`config.mk`:
```
export PLATFORM = sky130hd
export DESIGN_NAME = div_iter
export DESIGN_NICKNAME = d
export VERILOG_FILES = /design/src/rtl/cpu_pkg.sv /design/src/rtl/div_iter.sv
export SDC_FILE = /design/constraint.sdc
export NUM_CORES = 1
export LEC_CHECK = 0
export BUFFER_PORTS_ARGS = -buffer_cell sky130_fd_sc_hd__buf_2
export CAP_MARGIN = 10
export CORE_MARGIN = 1.5
export CORE_UTILIZATION = 50
export DETAILED_ROUTE_END_ITERATION = 8
export HOLD_SLACK_MARGIN = 0.15
export PLACE_DENSITY = 0.7
export SLEW_MARGIN = 20
export SYNTH_ARGS = -nofsm -noshare
export SYNTH_HDL_FRONTEND = slang
export SYNTH_SLANG_ARGS = --single-unit
export TNS_END_PERCENT = 30
```
`constraint.sdc`:
```
create_clock -name clk -period 5.28 [get_ports clk]
set_input_delay 0.528 -clock clk [delete_from_list [all_inputs] [get_ports clk]]
set_output_delay 0.528 -clock clk [all_outputs]
set_load 0.05 [all_outputs]
```
`src/rtl/cpu_pkg.sv`:
```
// -----------------------------------------------------------------------------
// cpu_pkg
// Shared CPU definitions used by the iterative divider, the instruction
// controller and the PC stall logic.
//   div_state_t : divider FSM states (IDLE, RUN, FIX)
//   DIV_ITERS   : restoring iterations per divide
//   DIV_LATENCY : clock edges from the start edge to the done edge
// -----------------------------------------------------------------------------
package cpu_pkg;

    typedef enum logic [1:0] {
        IDLE = 2'd0,
        RUN  = 2'd1,
        FIX  = 2'd2
    } div_state_t;

    localparam int DIV_ITERS   = 32;
    localparam int DIV_LATENCY = 33;

endpackage : cpu_pkg

```
`src/rtl/div_iter.sv`:
```
// -----------------------------------------------------------------------------
// div_iter
// Iterative restoring divider for MIPS DIV/DIVU. Operands are reduced to
// magnitudes at start, 32 restoring iterations produce |q| and |r|, and a final
// FIX cycle applies signs (or the divide-by-zero override) and loads the
// registered outputs.
// Ports:
//   clk        rising-edge clock
//   rst_n      asynchronous active-low reset
//   start      request pulse (DIV_ENA | DIVU_ENA), ignored while busy
//   is_signed  1 = DIV, 0 = DIVU, sampled with start
//   dividend   rs operand, sampled with start
//   divisor    rt operand, sampled with start
//   busy       operation in flight (PC hold request)
//   done       one-cycle pulse when q/r/dz are updated
//   q          quotient (to LO), held until the next completion
//   r          remainder (to HI), held until the next completion
//   dz         last completed operation had a zero divisor
// -----------------------------------------------------------------------------
module div_iter
    import cpu_pkg::*;
#(
    parameter int WIDTH = 32
) (
    input  logic             clk,
    input  logic             rst_n,
    input  logic             start,
    input  logic             is_signed,
    input  logic [WIDTH-1:0] dividend,
    input  logic [WIDTH-1:0] divisor,
    output logic             busy,
    output logic             done,
    output logic [WIDTH-1:0] q,
    output logic [WIDTH-1:0] r,
    output logic             dz
);

    localparam logic [4:0] LAST_ITER = 5'(DIV_ITERS - 1);

    // Two's complement negate.
    function automatic logic [WIDTH-1:0] neg_val(input logic [WIDTH-1:0] x);
        neg_val = ~x + WIDTH'(1);
    endfunction

    // Magnitude of x; only negative when interpreted as signed.
    function automatic logic [WIDTH-1:0] abs_val(input logic [WIDTH-1:0] x,
                                                 input logic             sgn);
        if (sgn && x[WIDTH-1]) begin
            abs_val = neg_val(x);
        end else begin
            abs_val = x;
        end
    endfunction

    div_state_t       state_q, state_d;
    logic [4:0]       cnt_q, cnt_d;
    logic [WIDTH-1:0] rem_q, rem_d;
    logic [WIDTH-1:0] quo_q, quo_d;
    logic [WIDTH-1:0] dvs_q, dvs_d;
    logic [WIDTH-1:0] raw_q, raw_d;
    logic             qneg_q, qneg_d;
    logic             rneg_q, rneg_d;
    logic             dzf_q, dzf_d;
    logic             busy_q, busy_d;
    logic             done_q, done_d;
    logic [WIDTH-1:0] q_q, q_d;
    logic [WIDTH-1:0] r_q, r_d;
    logic             dz_q, dz_d;

    // The shifted partial remainder can reach 2*divisor, so it carries one
    // extra bit, plus a sign bit for the trial subtraction.
    logic [WIDTH+1:0] rem_wide_s;
    logic [WIDTH+1:0] trial_s;

    // Next-state and datapath logic for the IDLE/RUN/FIX sequence.
    always_comb begin
        state_d    = state_q;
        cnt_d      = cnt_q;
        rem_d      = rem_q;
        quo_d      = quo_q;
        dvs_d      = dvs_q;
        raw_d      = raw_q;
        qneg_d     = qneg_q;
        rneg_d     = rneg_q;
        dzf_d      = dzf_q;
        busy_d     = busy_q;
        done_d     = 1'b0;
        q_d        = q_q;
        r_d        = r_q;
        dz_d       = dz_q;
        rem_wide_s = {1'b0, rem_q, quo_q[WIDTH-1]};
        trial_s    = rem_wide_s - {2'b00, dvs_q};

        case (state_q)
            IDLE: begin
                if (start) begin
                    rem_d   = '0;
                    quo_d   = abs_val(dividend, is_signed);
                    dvs_d   = abs_val(divisor, is_signed);
                    raw_d   = dividend;
                    qneg_d  = is_signed & (dividend[WIDTH-1] ^ divisor[WIDTH-1]);
                    rneg_d  = is_signed & dividend[WIDTH-1];
                    dzf_d   = (divisor == '0);
                    cnt_d   = 5'd0;
                    busy_d  = 1'b1;
                    state_d = RUN;
                end else begin
                    state_d = IDLE;
                end
            end
            RUN: begin
                // Restore by keeping the shifted value when the trial is negative.
                quo_d = {quo_q[WIDTH-2:0], ~trial_s[WIDTH+1]};
                if (trial_s[WIDTH+1]) begin
                    rem_d = rem_wide_s[WIDTH-1:0];
                end else begin
                    rem_d = trial_s[WIDTH-1:0];
                end
                cnt_d = cnt_q + 5'd1;
                if (cnt_q == LAST_ITER) begin
                    state_d = FIX;
                end else begin
                    state_d = RUN;
                end
            end
            FIX: begin
                if (dzf_q) begin
                    q_d = '1;
                    r_d = raw_q;
                end else begin
                    q_d = qneg_q ? neg_val(quo_q) : quo_q;
                    r_d = rneg_q ? neg_val(rem_q) : rem_q;
                end
                dz_d    = dzf_q;
                done_d  = 1'b1;
                busy_d  = 1'b0;
                state_d = IDLE;
            end
            default: begin
                busy_d  = 1'b0;
                state_d = IDLE;
            end
        endcase
    end

    // State and datapath registers; reset clears everything, discarding any op.
    always_ff @(posedge clk or negedge rst_n) begin
        if (!rst_n) begin
            state_q <= IDLE;
            cnt_q   <= 5'd0;
            rem_q   <= '0;
            quo_q   <= '0;
            dvs_q   <= '0;
            raw_q   <= '0;
            qneg_q  <= 1'b0;
            rneg_q  <= 1'b0;
            dzf_q   <= 1'b0;
            busy_q  <= 1'b0;
            done_q  <= 1'b0;
            q_q     <= '0;
            r_q     <= '0;
            dz_q    <= 1'b0;
        end else begin
            state_q <= state_d;
            cnt_q   <= cnt_d;
            rem_q   <= rem_d;
            quo_q   <= quo_d;
            dvs_q   <= dvs_d;
            raw_q   <= raw_d;
            qneg_q  <= qneg_d;
            rneg_q  <= rneg_d;
            dzf_q   <= dzf_d;
            busy_q  <= busy_d;
            done_q  <= done_d;
            q_q     <= q_d;
            r_q     <= r_d;
            dz_q    <= dz_d;
        end
    end

    assign busy = busy_q;
    assign done = done_q;
    assign q    = q_q;
    assign r    = r_q;
    assign dz   = dz_q;

endmodule : div_iter

```
Word-level counts from Yosys, hierarchy flattened

Index checks and enable logic that the tools add are counted.

Magnitude comparators: 0
Shift operators: 0
Divide/modulo/power cells: 0
Bitwise logic cells: 9
Equal/unequal tests: 4
Reductions and logical operators: 8
$add $sub $neg: 6
Mux-type cells: 19
Multipliers: 0

Operators by type and width:

| kind                                                 | count |
|---|---|
| 2-to-1 mux 32 bit                                    | 9 |
| adder 32 x 1 -> 32 bit (second input constant)       | 4 |
| NOT 32 bit                                           | 4 |
| one-hot mux 32 bit (2 select lines)                  | 2 |
| subtractor 33 x 32 -> 34 bit                         | 1 |
| logical NOT 32 bit                                   | 1 |
| one-hot mux 5 bit (2 select lines)                   | 1 |
| AND reduction 2 bit                                  | 3 |
| adder 5 x 1 -> 5 bit (second input constant)         | 1 |
| equality test 5 bit (second input constant)          | 1 |
| 2-to-1 mux 5 bit                                     | 1 |
| one-hot mux 2 bit (2 select lines)                   | 1 |
| 2-to-1 mux 1 bit                                     | 3 |
| AND 1 bit                                            | 2 |
| equality test 2 x 1 -> 1 bit (second input constant) | 1 |
| equality test 2 bit (second input constant)          | 1 |
| logical AND 1 bit                                    | 2 |
| logical NOT 2 bit                                    | 1 |
| 2-to-1 mux 2 bit                                     | 1 |
| != test 2 bit (second input constant)                | 1 |
| NOT 1 bit                                            | 2 |
| one-hot mux 1 bit (2 select lines)                   | 1 |
| nonzero test 2 bit                                   | 1 |
| XOR 1 bit                                            | 1 |

Memories kept: 0
Latch bits: 0
ROM bits: 0
Bits in writable memories: 0
Output and inout port bits: 67
Logic and storage cells: 60
Bits of input ports: 68
Flip-flop bits (word level): 205

Depth between registers and ports, before layout

Gate-level depths: netlist (run 1).

Word-level depth: 5
Gate-level depth with buffers: 13
Mapped depth without buffers: 13

Least setup slack after synthesis (run 1)

Ideal clock, no wire load.

Path kind: flip-flop to flip-flop
From: reg quo_q[31]
To: reg rem_q[28]
Arrival: 2.967 ns
Path slack: 2.181 ns
Path buffers: 0
Period minus slack after synthesis: 3.099 ns
Required time: 5.148 ns
Cell stages (with the launch flop): 14
Cells stage by stage: dfrtp_1 -> inv_1 -> ha_1 -> inv_1 -> fa_1 -> a21o_1 -> a221oi_1 -> o211ai_1 -> a211oi_1 -> o21ai_1 -> a221oi_1 -> o21ai_0 -> xnor2_1 -> o21ai_1

Word-level cells in the longest chain between the ends: 3

RTL lines:

| element                             | RTL line        | text |
|---|---|---|
| start: declaration                  | div_iter.sv:58  | `logic [WIDTH-1:0] quo_q, quo_d;` |
| start signal: assignment            | div_iter.sv:167 | `quo_q <= quo_d;` |
| subtractor 33 x 32 -> 34 bit        | div_iter.sv:92  | `trial_s = rem_wide_s - {2'b00, dvs_q};` |
| 2-to-1 mux 32 bit                   | div_iter.sv:114 | `if (trial_s[WIDTH+1]) begin` |
| one-hot mux 32 bit (2 select lines) | div_iter.sv:94  | `case (state_q)` |
| end signal: assignment              | div_iter.sv:166 | `rem_q <= rem_d;` |
| end: declaration                    | div_iter.sv:57  | `logic [WIDTH-1:0] rem_q, rem_d;` |

No other way between the ends.
A chain may end at the register's enable or synchronous reset.

Worst setup path in the final report (run 1)

Ends and elaborated chain as after synthesis.

==> results by group, run 1 <==
Clock network
  – Root Driver: clkbuf_16
  – CTS Buffer Depth: 3
  – Clock Sinks: approximately 210
  – CTS tree: built
  – Total CTS buffers: 23
  – # hold bufs at CTS: 0
  – Clk_lat worst skew: ~510 ps
  – H-tree levels: 1
  – Worst-path clk slew: around 60 ps
  – Post-CTS sizing: 0
  – Postcts setup bufs: 0

Finish
  – Multi-input logic area: around 6700 sq um
  – Area occupied by registers: ~5100 sq um
  – Ant. Diodes: 0
  – Most frequent cells in the layout: nand2_1 (260), dfrtp_1 (204), buf_2 (133)
  – Area Growth Syn to Fin: 13.5%
  – Commonest non-fill, non-tap cell in the layout: nand2_1
  – Layout cells sized above 1: roughly an eighth
  – Layout fillers: between 2000 and 2500
  – Final net count: between 1500 and 2000
  – Fin area: 13900 sq um

Logic synthesis
  – Area contributors post-synth: dfrtp_1 (42%), nand2_1 (8.0%), xor2_1 (6.1%), a21oi_1 (4.9%), o21ai_0 (4.6%)
  – Synth cell types: 63
  – Flops & latches, synth: 205
  – Syn nets: ~1600
  – Cell count after synthesis: 1448
  – Ys async rst share: 100%
  – Post-synthesis instance area: between 10000 and 15000 sq um
  – Synth area leader: dfrtp_1
  – Sequential-to-total area share from yosys stat: between 40% and 50%
  – Number of synthesized flops with an enable pin: 0
  – Yosys top cell area share: around two fifths
  – Top_reg_cell synth: dfrtp_1
  – Warnings, synthesis: 0
  – Syn Area/Cell: between 8 and 9 sq um

Worst setup path
  – Arrival time at the worst endpoint: between 3000 and 4000 ps
  – R2R depth: 13
  – Crit Path Class: flop to flop
  – Crit-path max FO: 4
  – Req. time, crit path: approximately 5700 ps
  – Reg-to-Reg Start: quo_q[31]$_DFFE_PN0P_
  – R2R setup slack: approximately 1700 ps
  – Reg-to-reg critical path endpoint: rem_q[28]$_DFFE_PN0P_
  – Startpoint Class: flop
  – CP Capture Type: flop

Route
  – Routed WL: approximately 33 mm
  – TritonRoute pass-1 iters: 5
  – Vias per inst: between 5 and 6
  – 1st-iter DRT viols: 887
  – DRC Markers: 0
  – Drt wl/cell: approximately 17 um
  – Via count: around 11000
  – ANT nets after route: 0

Timing
  – Worst slew pin tran: ~1100 ps
  – Final hold viol count: 0
  – Post-route clock period utilization: between 60% and 70%
  – Fin. max-slew vios: 0
  – Slew headroom: 24.6%
  – Min cycle time layout: 3610 ps
  – Fmax: roughly 280 MHz
  – Final setup vio count: 0
  – Fin Setup TNS: 0 ps
  – Clock Skew: approximately 8.0 ps
  – Unrepaired setup endpoints after global routing: no

Global route
  – Vias in the first global route: slightly above 10000
  – Global-route wire length before repair: between 50 and 60 mm
  – Largest net degree at the start of global routing: roughly 120
  – Antenna violations before repair: 0
  – Total grt overflow: 0
  – Total global routing track utilization: 25.7%

Power and ir drop
  – Power Total: just over 9 mW
  – P_leak: 6.47 nW
  – Pwr/cell area: about 660 nW/um^2
  – VDD IR max: around 350 uV

Status
  – Run status: completed

Floorplan
  – Top-level I/O count: 135
  – Placement row count: 57
  – Core Box Area: 24200 sq um
  – Die area: 25500 sq um
  – Die span in y: between 150 and 200 um
  – Starting Density: roughly half
  – Die Width: about 160 um

Flow run
  – Number of max-cap violations: 0

Min path
  – Worst Hold Class: input pin to asynchronous set/reset pin

Placed design
  – Post-DP HPWL: around 24 mm
  – Global placement routability congestion: 0.943
  – Cell area after placement: between 10000 and 15000 sq um
  – Input/output buffers: roughly 130
worst max-delay path, cell delays in order, from the launching register on:
cell,delay [ps]
dfrtp_1,440
inv_1,90
ha_1,180
inv_1,60
fa_1,390
a21o_1,210
a221oi_1,550
o211ai_1,220
a211oi_1,370
o21ai_1,150
a221oi_1,420
o21ai_0,180
xnor2_1,160
o21ai_1,70
area by class of cell:
| cell class | instances | area share [%] |
|---|---|---|
| well taps | 324 | 2.91 |
| repair buffers | 145 | 5.57 |
| clock buffers | 30 | 4.54 |
| inverters | 51 | 1.38 |
| clock inverters | 11 | 0.486 |
| flip-flops and latches | 205 | 36.9 |
| multi-input cells | 1122 | 48.2 |
sequential cells by signal, summed over array words and instances, names as in the netlist:
signal / count
quo_q: 32
raw_q: 32
rneg_q: 1
dz: 1
done: 1
cnt_q: 5
dvs_q: 32
state_q: 2
qneg_q: 1
r: 32
dzf_q: 1
q: 32
rem_q: 32
busy: 1
layer usage:
layer,vias up,global-route usage [%],share of wire (%)
met2,342,40.0,45
li1,5286,-,-
met4,0,6.26,2.1
met5,-,0,0
met3,36,3.92,6.2
met1,5097,37.6,47
power by group:
| part | switching (mW) | internal (mW) | total [mW] |
|---|---|---|---|
| logic | 2.88 | 1.98 | 4.86 |
| clock network | 0.654 | 0.847 | 1.50 |
| registers | 0.696 | 2.19 | 2.88 |
cells in the mapped netlist, drive strengths merged (2+ instances only):
library cell  instances
a22o                  3
nand4                 5
a21boi                3
dfrtp               205
clkbuf               59
and3                 13
a211oi                6
a221o                 3
nand2               261
or2                   4
o41ai                14
nor4                 10
a22oi                27
o21bai                2
o211ai                4
a211o                 2
nand2b                5
xor2                 86
a31oi                 4
nor2b                 6
a221oi                2
inv                  50
mux2i                20
or3                  17
a21oi               121
o22ai                16
nand3b                2
o31a                  4
nor3                 26
ha                   38
o31ai                27
a21o                 13
nor2                104
a2111oi               2
o221ai                7
or4                  10
o21ai               168
and2                  5
nand3                12
o21a                  2
buf                  11
xnor2                57
stage by stage:
stage | hold WS, ps | instances | setup slack, ps | utilization [%]
6_report | 151 | 1888 | 1670 | 57.6
2_1_floorplan | 232 | 1448 | 2180 | -
3_3_place_gp | 444 | 1847 | 1750 | 54.7
4_1_cts | 229 | 1888 | 1680 | 57.6
3_5_place_dp | 452 | 1847 | 1690 | 54.7
5_1_grt | 246 | 1888 | 1370 | 57.6
worst max-delay path by stage:
stage,startpoint,to,cells after the start,slack (ps)
floorplan,quo_q[31]$_DFFE_PN0P_,rem_q[28]$_DFFE_PN0P_,13,2180
global placement,quo_q[31]$_DFFE_PN0P_,rem_q[28]$_DFFE_PN0P_,13,1750
detailed placement,quo_q[31]$_DFFE_PN0P_,rem_q[28]$_DFFE_PN0P_,13,1690
CTS,quo_q[31]$_DFFE_PN0P_,rem_q[28]$_DFFE_PN0P_,13,1680
global route,quo_q[31]$_DFFE_PN0P_,rem_q[28]$_DFFE_PN0P_,13,1370
finish,quo_q[31]$_DFFE_PN0P_,rem_q[28]$_DFFE_PN0P_,13,1670
cells by family after synthesis:
group                    after synthesis  share of synthesized area [%]
multiplexers                          21                           1.72
XOR/XNOR                             143                           10.2
flip-flops                           205                           41.8
adder cells (fa/ha/maj)               39                           4.04
buffers and inverters                121                           3.73
AND/OR/NAND/NOR                      485                           17.3
AO/OA/AOI/OAI                        434                           21.2
Power figures use the tool's default switching activity.
==> run 2, diff against run 1 <==
==> constraint.sdc (replaced) <==
create_clock -name clk -period 3.6 [get_ports clk]
set_input_delay 0.36 -clock clk [delete_from_list [all_inputs] [get_ports clk]]
set_output_delay 0.36 -clock clk [all_outputs]
set_load 0.05 [all_outputs]
==> run 2 against run 1 <==
  * Non-clock buffer count up 43
  * Clock skew up 1.6 ps
  * Clock power grew 48%
  * Critical endpoint unchanged
  * Sequential share of layout area shrank 1.1 points
  * Utilization grew 1.7 points
  * Largest power group unchanged
  * Combinational power is 52% higher
  * Flip-flop and latch count is the same
  * Largest cell class unchanged
  * Highest routed layer unchanged
==> results by group, run 2 (synthesis results as in run 1) <==
Finish
  – Layout fillers: roughly 2200
  – Commonest non-fill, non-tap cell in the layout: nand2_1
  – Area Growth Syn to Fin: 16.9%
  – Non-filler cells, final: 1926
  – Layout cells sized above 1: roughly 13%
  – Fin util: between 50% and 60%
  – Fin area: ~14000 sq um
  – Final net count: approximately 1700
  – Most frequent cells in the layout: nand2_1 (260), dfrtp_1 (204), buf_2 (133)

Flow run
  – Number of max-cap violations: 0

Power and ir drop
  – Clock share of power: 16.1%
  – Sequential Power Share: around 30%
  – Pwr/cell area: a little under 1000 nW/um^2
  – Logic pwr share: between 50% and 60%
  – Internal: between 7 and 8 mW
  – Net Sw Frac: between 40 and 50%
  – P_leak: 6.67 nW
  – Psw: roughly 6.2 mW
  – VDD IR max: about 470 uV

Global route
  – Global-route wire length before repair: about 54 mm
  – Total global routing track utilization: roughly 26%
  – Total grt overflow: 0
  – Largest net degree at the start of global routing: 100
  – Antenna violations before repair: 1
  – Vias in the first global route: 10300

Clock network
  – CTS tree: built
  – Worst-path clk slew: 60 ps
  – Total CTS buffers: 23
  – CTS Buffer Depth: 3
  – H-tree levels: 1
  – Postcts setup bufs: 0
  – Root Driver: clkbuf_16
  – Clk_lat worst skew: a little over 500 ps
  – Clock Sinks: 205

Floorplan
  – Die Width: 160 um
  – Core Box Area: ~24000 sq um
  – Placement row count: 57
  – Starting Density: 50.7%
  – Top-level I/O count: ~140
  – Die span in y: between 150 and 200 um
  – Die area: 25500 sq um

Worst setup path
  – Req. time, crit path: roughly 4000 ps
  – Crit-path max FO: 4
  – Critical Path Start: quo_q[31]$_DFFE_PN0P_
  – Startpoint Class: flop
  – Arrival time at the worst endpoint: 3730 ps
  – Reg-to-Reg Start: quo_q[31]$_DFFE_PN0P_
  – Crit Path Class: flop to flop
  – CP Capture Type: flop

Timing
  – Fin Setup TNS: 0 ps
  – Clock Skew: around 9.6 ps
  – Slew headroom: 40.1%
  – Min cycle time layout: ~3400 ps
  – Fmax: ~300 MHz
  – Final hold viol count: 0
  – Unrepaired setup endpoints after global routing: no
  – Worst slew pin tran: between 800 and 900 ps
  – Final setup vio count: 0
  – Fin. max-slew vios: 0
  – Post-route clock period utilization: roughly 93%
  – Min Hold Slack: 164 ps

Placed design
  – Inst Count DP: ~1900
  – Global placement routability congestion: approximately 0.92
  – Input/output buffers: approximately 130
  – Post-DP HPWL: 24.0 mm
  – Cell area after placement: ~13000 sq um

Route
  – Drt wl/cell: roughly 17 um
  – Via count: around 11000
  – Vias per inst: roughly 5.7
  – DRC Markers: 0
  – 1st-iter DRT viols: 816
  – Routed WL: 32.9 mm
  – ANT nets after route: 0
  – TritonRoute pass-1 iters: 9

Status
  – Run status: completed

Min path
  – Worst Hold Class: input pin to flop
  – Min-delay src: divisor[26]
-- run 2: cell count changes in the layout (fill, tap and decap cells not counted), sizes merged, moves of 2 or more --
cell         change
inv              -2
clkinv           -5
buf             +17
dlygate4sd3     +26
-- run 2: repair_timing --
item | 4_1_cts | 5_1_grt
hold buffers | 26 | 0
resized for setup | 0 | 2
hold endpoints to repair | 92 | 0
endpoints found under the setup margin | 0 | 2
-- run 2: through the flow --
stage                     power (mW)  setup WS (ps)
after global placement          11.3            228
after detailed placement        11.5            138
after CTS                       13.7            122
after floorplan                 9.51            501
after global routing            14.9           54.4
final                           13.8            248
-- run 2: critical path, stage by stage, from the launching register on --
cell	delay, ps
dfrtp_1	490
inv_1	100
ha_1	170
inv_1	60
fa_1	410
a21o_1	220
a221oi_1	380
o211ai_1	210
a211oi_2	290
o21ai_1	150
a221oi_2	330
o21ai_0	160
xnor2_1	170
o21ai_1	80
-- run 2: final cells by class --
class                      instances  area [sq um]  area share, %
antenna                            1          2.50         0.0175
clock buffer                      31           646           4.50
clock inverter                     4          45.0          0.314
inverter                          51           191           1.34
multi-input combinational       1122          6730           46.9
sequential                       205          5130           35.8
tap                              324           405           2.83
timing repair buffer             188          1190           8.28
-- run 2: final timing paths --
kind                                          to  slack, ps  depth (start not counted)
setup / recovery           rem_q[28]$_DFFE_PN0P_        250                         13
hold / removal             dvs_q[26]$_DFFE_PN0P_        160                          3
setup reg to reg           rem_q[28]$_DFFE_PN0P_        250                         13
hold reg to reg                 r[2]$_DFFE_PN0P_        470                          2
max in group asynchronous      dzf_q$_DFFE_PN0P_       2160                          3
min in group asynchronous       r[2]$_DFFE_PN0P_        410                          2
-- run 2: per-layer routing --
layer  GRT usage [%]  up-vias  wire (um)
met4            7.98        0        763
met1            38.4     5156      15500
met3            3.56       51       2170
met2            39.6      365      14500
met5               0        -          0
li1                -     5353          -
-- run 2: power groups by stage --
stage / registers [mW] / clock network, mW / logic [mW]
detailed placement: 4.19 / 0 / 7.27
global route: 4.31 / 2.34 / 8.27
floorplan: 4.23 / 0 / 5.28
finish: 4.18 / 2.22 / 7.40
global placement: 4.15 / 0 / 7.14
CTS: 4.16 / 2.25 / 7.33
